[src/rtl/slave_i2c.sv]
// rtl/slave_i2c.sv - I2C target: address match, byte receive/transmit, ACK handling
// Build option SLAVE_CLK_STRETCH_EN: hold SCL low at each read byte load until tx_valid_i.
module slave_i2c #(
  parameter logic [6:0] SLAVE_ADDR  = 7'h50,
  parameter int         SYNC_STAGES = 2
) (
  input  logic       clk,
  input  logic       rst,
  input  logic       scl_in,
  input  logic       sda_in,
  output logic       sda_oe,
  output logic       scl_oe,
  output logic [7:0] rx_data_o,
  output logic       rx_valid_o,
  input  logic [7:0] tx_data_i,
  input  logic       tx_valid_i,
  output logic       tx_req_o,
  output logic       busy_o,
  output logic       start_o,
  output logic       stop_o
);

  localparam int NS = (SYNC_STAGES < 2) ? 2 : SYNC_STAGES;

  typedef enum logic [2:0] {
    IDLE, ADDR, ADDR_ACK, RX_DATA, RX_ACK, TX_DATA, TX_ACK, IGNORE
  } state_t;

  state_t        state, state_nxt;
  logic [NS-1:0] scl_sync, sda_sync;
  logic          scl_prev, sda_prev, scl_s, sda_s;
  logic          scl_rise, scl_fall, start_det, stop_det;
  logic [3:0]    bit_cnt;
  logic [6:0]    shreg;
  logic [7:0]    tx_byte;
  logic          rw, last_bit, addr_match;
  logic          byte_load, sda_drive, tx_capture;

  always_ff @(posedge clk) begin
    if (rst) begin
      scl_sync <= '1;
      sda_sync <= '1;
      scl_prev <= 1'b1;
      sda_prev <= 1'b1;
    end else begin
      scl_sync <= {scl_sync[NS-2:0], scl_in};
      sda_sync <= {sda_sync[NS-2:0], sda_in};
      scl_prev <= scl_sync[NS-1];
      sda_prev <= sda_sync[NS-1];
    end
  end

  assign scl_s      = scl_sync[NS-1];
  assign sda_s      = sda_sync[NS-1];
  assign scl_rise   = scl_s & ~scl_prev;
  assign scl_fall   = ~scl_s & scl_prev;
  assign start_det  = scl_s & scl_prev & sda_prev & ~sda_s;
  assign stop_det   = scl_s & scl_prev & ~sda_prev & sda_s;
  assign last_bit   = (bit_cnt == 4'd0);
  // shreg holds the first seven address bits when the R/W bit arrives
  assign addr_match = (shreg == SLAVE_ADDR);

  always_ff @(posedge clk) begin
    if (rst) state <= IDLE;
    else     state <= state_nxt;
  end

  always_comb begin
    state_nxt = state;
    if (start_det) begin
      state_nxt = ADDR;
    end else if (stop_det) begin
      state_nxt = IDLE;
    end else if (scl_rise) begin
      case (state)
        ADDR:     if (last_bit) state_nxt = addr_match ? ADDR_ACK : IGNORE;
        ADDR_ACK: state_nxt = rw ? TX_DATA : RX_DATA;
        RX_DATA:  if (last_bit) state_nxt = RX_ACK;
        RX_ACK:   state_nxt = RX_DATA;
        TX_DATA:  if (last_bit) state_nxt = TX_ACK;
        TX_ACK:   state_nxt = sda_s ? IGNORE : TX_DATA;
        default:  state_nxt = state;
      endcase
    end
  end

`ifdef SLAVE_CLK_STRETCH_EN
  logic load_pend, stretch_q;

  // A read byte is only fetched once SCL is low; SCL is held until the data is offered.
  always_ff @(posedge clk) begin
    if (rst || start_det || stop_det) begin
      load_pend <= 1'b0;
      stretch_q <= 1'b0;
    end else begin
      if (byte_load)            load_pend <= 1'b1;
      if (scl_fall && load_pend) stretch_q <= 1'b1;
      if (stretch_q && tx_valid_i) begin
        stretch_q <= 1'b0;
        load_pend <= 1'b0;
      end
    end
  end

  assign tx_capture = stretch_q & tx_valid_i;
  assign scl_oe     = stretch_q;
  assign tx_req_o   = stretch_q;
`else
  logic load_pend, unused_tx_valid;

  assign load_pend       = 1'b0;
  assign tx_capture      = byte_load;
  assign scl_oe          = 1'b0;
  assign tx_req_o        = byte_load & ~rst;
  assign unused_tx_valid = tx_valid_i;
`endif

  always_comb begin
    byte_load = 1'b0;
    sda_drive = 1'b0;
    if (scl_rise && !start_det && !stop_det)
      byte_load = (state == ADDR_ACK && rw) || (state == TX_ACK && !sda_s);
    case (state)
      ADDR_ACK, RX_ACK: sda_drive = 1'b1;
      TX_DATA:          sda_drive = ~tx_byte[bit_cnt[2:0]] & ~load_pend;
      default:          sda_drive = 1'b0;
    endcase
  end

  always_ff @(posedge clk) begin
    if (rst) begin
      bit_cnt    <= 4'd7;
      shreg      <= '0;
      rw         <= 1'b0;
      tx_byte    <= '0;
      rx_data_o  <= '0;
      rx_valid_o <= 1'b0;
      busy_o     <= 1'b0;
      start_o    <= 1'b0;
      stop_o     <= 1'b0;
      sda_oe     <= 1'b0;
    end else begin
      rx_valid_o <= 1'b0;
      start_o    <= start_det;
      stop_o     <= stop_det;
      if (start_det || stop_det) begin
        bit_cnt <= 4'd7;
        busy_o  <= 1'b0;
        sda_oe  <= 1'b0;
      end else begin
        if (scl_rise) begin
          if ((state == ADDR || state == RX_DATA || state == TX_DATA) && !last_bit)
            bit_cnt <= bit_cnt - 4'd1;
          if (state == ADDR_ACK || state == RX_ACK || state == TX_ACK)
            bit_cnt <= 4'd7;
          if (state == ADDR || state == RX_DATA)
            shreg <= {shreg[5:0], sda_s};
          if (state == ADDR && last_bit) begin
            rw     <= sda_s;
            busy_o <= addr_match;
          end
          if (state == RX_DATA && last_bit) begin
            rx_data_o  <= {shreg, sda_s};
            rx_valid_o <= 1'b1;
          end
          if (state == TX_ACK && sda_s)
            busy_o <= 1'b0;
        end
        // SDA only moves while SCL is low, one cycle after its falling edge
        if (scl_fall)
          sda_oe <= sda_drive;
        if (tx_capture)
          tx_byte <= tx_data_i;
        if (tx_capture && load_pend)
          sda_oe <= ~tx_data_i[7];
      end
    end
  end

endmodule

[config.mk]
export PLATFORM = sky130hd
export DESIGN_NAME = slave_i2c
export DESIGN_NICKNAME = d
export VERILOG_FILES = /design/src/rtl/slave_i2c.sv
export SDC_FILE = /design/constraint.sdc
export NUM_CORES = 1
export LEC_CHECK = 0
export CORE_MARGIN = 5
export CORE_UTILIZATION = 50
export CTS_CLUSTER_DIAMETER = 100
export DETAILED_ROUTE_END_ITERATION = 7
export PLACE_DENSITY = 0.77
export REMOVE_ABC_BUFFERS = 1
export SLEW_MARGIN = 20
export SYNTH_ARGS = -nofsm -noshare
export SYNTH_HDL_FRONTEND = slang
export SYNTH_SLANG_ARGS = --single-unit
[constraint.sdc]
create_clock -name clk -period 4.3 [get_ports clk]
set_input_delay 1.075 -clock clk [delete_from_list [all_inputs] [get_ports clk]]
set_output_delay 1.075 -clock clk [all_outputs]
set_load 0.03 [all_outputs]
After elaboration in Yosys (flattened, before gate mapping). Index checks and enable logic that the tools add are counted.

Input bits: 13. Register bits after elaboration: 42. Logic and storage cells: 102. Output and inout bits: 15.

Equality and inequality tests: 13. Bitwise logic cells: 16. Magnitude comparators: 1. Reduce and logical (&&, ||, !) cells: 36. Add/subtract/negate cells: 1. Multiplexer cells: 19.

Operators by type and width (number): 3-bit case mux with 6 select lines (1); 3-bit two-way mux (5); 4-bit != test (second input constant) (3); 5-bit AND reduction (2); 3-bit == test (second input constant) (3); 3-bit AND reduction (3); 1-bit AND (8); 1-bit logical AND (8); 1-bit two-way mux (8); 4-bit two-way mux (2); 1-bit NOT (8); 8-bit nonzero test (1); 7-bit == test (second input constant) (1); 3-bit by 2-bit == test with 1-bit output (second input constant) (2); 1-bit logical OR (6); 2-bit != test (second input constant) (3); 2-bit AND reduction (3); 6-bit nonzero test (1); 3-bit OR reduction (2); 1-bit zero test (4); 4-bit zero test (1); 3-bit by 4-bit < comparator with 1-bit output (second input constant) (1); 2-bit nonzero test (2); 2-bit OR reduction (2); other kinds (6) (6).

Depth between registers and ports, before layout. Gate-level depths: netlist of the first run.

Depth after elaboration: 8. Gate-level depth with buffers: 7. Depth with buffers taken out: 6.

Worst setup path before layout of the first run. OpenSTA, ideal clock, no wires.

Path type: input to output. Start point: in rst. End point: out tx_req_o. Slack: 1.382 ns. Buffers on the path: 2. Cell stages on the path: 3. Arrival time: 1.843 ns. Required time: 3.225 ns. Cells stage by stage: clkbuf_1 -> clkbuf_1 -> nor2_1.

Longest elaborated chain between the ends: 2.

RTL lines: start: declaration (line 8) `input logic rst,`; 1-bit NOT (line 114) `assign tx_req_o = byte_load & ~rst;`; 1-bit AND (line 114); end: declaration (line 17) `output logic tx_req_o,`.

Every way passes these cells.

Worst setup path after layout of the first run.
Start point: reg state[0]. End point: out tx_req_o.

Longest elaborated chain between the ends: 5. Elaborated cells between the ends (all ways): 7. Those cells by class: eq/ne (2); mux (1); bitwise (1); reduce/logical (3).

RTL lines: start: declaration (line 29) `state_t state, state_nxt;`; start signal: assignment (line 65) `else state <= state_nxt;`; 3-bit by 2-bit == test with 1-bit output / 3-bit == test (equally long branches) (line 122) `byte_load = (state == ADDR_ACK && rw) || (state == TX_ACK && !sda_s);`; 1-bit logical AND (line 122); 1-bit logical OR * (line 122); 1-bit two-way mux * (line 121) `if (scl_rise && !start_det && !stop_det)`; 1-bit AND * (line 114).

Mark *: on every way between the ends. The rest lies on a longest branch, timed or not.

==> run metrics, run 1 <==
CP Launch Type=register; Clock Skew=0.00293 ns; Sink Count=42; CTS tree=done; YS warnings=0; vias per inst=5.31; Die Span Y=70.8 um; worst r2r dst=busy_o; synthesized cell area=1850 um^2; initial antenna violation count=0; Pwr Density=332 nW/um^2; CP Capture Point=tx_req_o; Final Cycle Share=0.785; Final min period=3.38 ns; fin cells=273; Routed wire per std cell=12.8 um; Bufs on Longest Clock Path=2; PostCTS Resize Cnt=0; WS Path Type=reg -> out; async set or reset register ratio after synthesis=0; maximum vdd drop=263 uV; max frequency=296 MHz; relative slew slack=0.561; max-cap viol count=0; io pins=28; slowest stage delay, CP=0.68 ns; Num CTS Buffers=5; CTS Root Cell=clkbuf_8; initial core utilization=0.509; Worst Setup SP=state[0]; IO Port Bufs=25; worst r2r path cells=4; row count=22; Post-Syn Area per Cell=9.15 um^2; Slew @ Worst Pin=0.658 ns; Final GP Congestion=0.867; commonest non-fill, non-tap cells in the layout=dfxtp_1 (42), nor2_1 (25), nand2_1 (25), clkdlybuf4s50_1 (25), mux2i_1 (17); Final Max Slew Viols=0; Yosys top cell by area=dfxtp_1; first-pass GRT wire length=6240 um; top cells by area, synth=dfxtp_1 (45%), mux2i_1 (9.2%), nand2_1 (5.1%); RSZ-0062 raised after global routing=no; sequential cell area fraction in the yosys report=0.455; status=finished, final reports clean; H-tree level count=2; placed cell count=265; final hold viol count=0; Setup Buffers After CTS=0; chip width=70.8 um; Netlist cell types=46; via count=1,450; CORE AREA=3630 um^2; Routed WL=3490 um; # DRC=0; layout cells sized above 1=0.0933; hold slack final=0.416 ns; crit-path max FO=16; vias in the first global route=1,357; Starting DRT DRC Count=166; Setup Viol. Count Final=0; hpwl dp=2440 um; grt total ovfl=0; hold buffers post-CTS=0; static leakage=0.897 nW; Final Power=737 uW; crit end category=primary output; most common cell after layout, fill and taps aside=dfxtp_1; Cell Chain, Critical Path=nor3b_1 > nand4b_1 > buf_4 > nor2_1 > clkdlybuf4s50_1; Post-synth EDFFs=0; Routed Antenna Nets=0; Finished Core Util=0.612; fin nets=238; post-synthesis register bit count=42; Worst Hold Class=reg -> reg; clock slew at reported path FFs=0.07 ns; pin count of the biggest net entering global routing=35; ant diodes=0; required time of the critical path=3.22 ns; top_reg_cell synth=dfxtp_1; die area=5010 um^2; Arr. time, crit path=2.30 ns; Syn Inst Count=202; Max stage delay cell, worst path=clkdlybuf4s50_1; gr usage total=0.155; R2R Setup Slk=2.25 ns; Crit Reg-Reg Startpoint=state[0]; clk_lat worst skew=0.29 ns; Area Overhead vs Synth=20.2%; Final TNS setup=0 ns; First-pass DRT Iterations=4; post-synth top area share=0.455
-- layout make-up --
cell class / instances / area, um^2
Fill cell: 340 / 1410
Clock inverter: 2 / 37.5
Clock buffer: 6 / 72.6
Timing Repair Buffer: 27 / 265
Multi-Input combinational cell: 142 / 925
Inverter: 6 / 22.5
Tap cell: 48 / 60.1
Sequential cell: 42 / 841
-- how the worst min path moves through the flow --
| stage | start | end | slack (ns) | cells past startpoint |
|---|---|---|---|---|
| final | sda_sync[0] | sda_sync[1] | 0.42 | 1 |
| after global placement | sda_sync[0] | sda_sync[1] | 0.39 | 1 |
| after floorplan | scl_sync[0] | scl_sync[1] | 0.39 | 1 |
| after global routing | scl_sync[0] | scl_sync[1] | 0.44 | 1 |
| after CTS | scl_sync[0] | scl_sync[1] | 0.42 | 1 |
| after detailed placement | sda_sync[0] | sda_sync[1] | 0.40 | 1 |
-- sequential cells by signal, indices dropped and copies added, names as in the netlist, 2 cells and up --
name,count
bit_cnt,4
tx_byte,8
sda_sync,2
scl_sync,2
shreg,7
state,3
rx_data_o,8
-- power by group --
group	switching [mW]	internal, mW	total (mW)
combinational	0.0162	0.0177	0.0339
clock	0.132	0.173	0.305
sequential	0.00568	0.392	0.398
total	0.154	0.583	0.737
-- synth_stat cells, drive strengths merged (2+ instances only) --
master    n
a21oi    13
and2      2
and3      2
buf       7
clkbuf    5
dfxtp    42
inv       6
mux2i    17
mux4      2
nand2    25
nand2b    2
nand3     4
nand4b    2
nor2     25
nor2b     3
nor3      3
nor3b     2
nor4b     2
o2111ai   2
o21ai     6
or2       6
or3       2
xnor2     3
-- layer usage --
layer	vias to the layer above	track usage	wire [um]
li1	745	-	-
met1	672	0.202	1710
met2	27	0.237	1560
met3	6	0.0511	158
met4	0	0.0626	65
met5	-	0	0
-- stage by stage --
step	setup WS (ns)	cell area, um^2
floorplan	1.47	1790
global placement	0.924	2110
detailed placement	0.913	2110
CTS	0.911	2220
global route	0.765	2220
finish	0.925	2220
-- logic make-up after synthesis --
kind of cell | Yosys count | share of synthesized area
AOI/OAI and AO/OA | 30 | 0.104
xor gates and xnor gates | 3 | 0.0142
adders and majority gates | 1 | 0.00676
buffers and inverters | 18 | 0.0453
DFF | 42 | 0.455
muxes | 20 | 0.124
other | 1 | 0.00203
and+or+nand+nor | 87 | 0.248
-- critical path: cells and delay by family, from the launching register on --
family | cells | cell delay [ns]
buffers and inverters | 2 | 0.89
and+or+nand+nor | 3 | 0.66
DFF | 1 | 0.45
Power figures use the tool's default switching activity.
==> run 2: changes to the inputs <==
clock period = 3.4 ns   (was 4.3 ns; I/O delays follow)
==> run 2 against run 1 <==
  * Setup slack worse by 0.19 ns
  * Cell count down 0.37%
  * Critical endpoint unchanged
  * Clock skew is 0.0026 ns higher
  * Clock-buffer cell count is 1 lower
  * Power up 16%
==> run metrics, run 2 (same netlist as run 1, synthesis figures left out) <==
status=finished, final reports clean; static leakage=0.884 nW; required time of the critical path=2.55 ns; die area=5010 um^2; CORE AREA=3630 um^2; Worst Hold Class=reg -> reg; initial core utilization=0.509; via count=1,465; Final Cycle Share=0.785; CTS Root Cell=clkbuf_8; Num CTS Buffers=5; Die Span Y=70.8 um; hpwl dp=2540 um; PostCTS Resize Cnt=0; clock slew at reported path FFs=0.08 ns; worst r2r path cells=4; CTS tree=done; row count=22; WS Path Type=reg -> out; Setup Buffers After CTS=0; Top Registers=rx_data_o: 8 flops, tx_byte: 8 flops, shreg: 7 flops; gr usage total=0.156; Final TNS setup=0 ns; Bufs on Longest Clock Path=2; vias per inst=5.39; IO Port Bufs=25; crit-path max FO=16; Routed wire per std cell=13.0 um; hold buffers post-CTS=0; Sink Count=42; Clock Skew=0.00555 ns; Starting DRT DRC Count=121; hold path depth=1; First-pass DRT Iterations=4; H-tree level count=2; Final min period=2.67 ns; commonest non-fill, non-tap cells in the layout=dfxtp_1 (42), nor2_1 (25), nand2_1 (25), clkdlybuf4s50_1 (24), mux2i_1 (17); most common cell after layout, fill and taps aside=dfxtp_1; Final GP Congestion=0.905; # DRC=0; Final Max Slew Viols=0; Routed Antenna Nets=0; Slew @ Worst Pin=0.660 ns; Setup Viol. Count Final=0; final hold viol count=0; fin nets=238; max-cap viol count=0; met1 WL=1640 um; Arr. time, crit path=1.82 ns; metal3 WL=193 um; initial antenna violation count=0; relative slew slack=0.559; crit end category=primary output; ant diodes=0; first-pass GRT wire length=6240 um; vias in the first global route=1,399; Routed WL=3550 um; Final WS setup=0.731 ns; Place WS=0.985 ns; grt total ovfl=0; Pwr Density=389 nW/um^2; met2 routed WL=1620 um; DR top layer=met4; layout cells sized above 1=0.0982; pin count of the biggest net entering global routing=35; maximum vdd drop=332 uV; io pins=28; RSZ-0062 raised after global routing=no; CP Launch Type=register; Area Overhead vs Synth=18.7%; chip width=70.8 um; max frequency=375 MHz; clk_lat worst skew=0.29 ns
run 2: worst paths after layout:
check,slack [ns],startpoint,endpoint
worst max register to register,1.35,state[0],busy_o
worst max-delay path,0.73,state[0],tx_req_o
worst min register to register,0.41,sda_sync[0],sda_sync[1]
worst min-delay path,0.41,sda_sync[0],sda_sync[1]
run 2: cell type report:
class	instances	area [um^2]
multi-input cells	142	925
repair buffers	27	263
well taps	48	60.1
clock buffers	5	68.8
fillers	336	1440
inverters	6	22.5
clock inverters	2	15.0
flip-flops and latches	42	841
run 2: per-stage QoR:
stage / cell area (um^2) / total power [mW] / instances / hold slack (ns) / util
2_1_floorplan: 1790 / 0.532 / 190 / 0.389 / -
3_3_place_gp: 2110 / 0.558 / 265 / 0.391 / 0.581
3_5_place_dp: 2110 / 0.558 / 265 / 0.397 / 0.581
4_1_cts: 2190 / 0.863 / 272 / 0.415 / 0.604
5_1_grt: 2190 / 0.883 / 272 / 0.435 / 0.604
6_report: 2190 / 0.854 / 272 / 0.412 / 0.604
run 2: routing by layer:
metal	GRT usage	up-vias
met5	0	-
li1	-	740
met4	0.0814	0
met2	0.239	46
met1	0.204	670
met3	0.0384	9
run 2: where the power goes:
| part | internal, mW | switching (mW) |
|---|---|---|
| sequential | 0.496 | 0.00763 |
| combinational | 0.0224 | 0.0209 |
| clock | 0.140 | 0.167 |
| total | 0.659 | 0.195 |
run 2: worst max-delay path, cell delays in order (launching register included):
cell      delay, ns
dfxtp_1        0.46
nor3b_1        0.43
nand4b_1       0.15
buf_4          0.21
nor2_1         0.10
buf_4          0.16
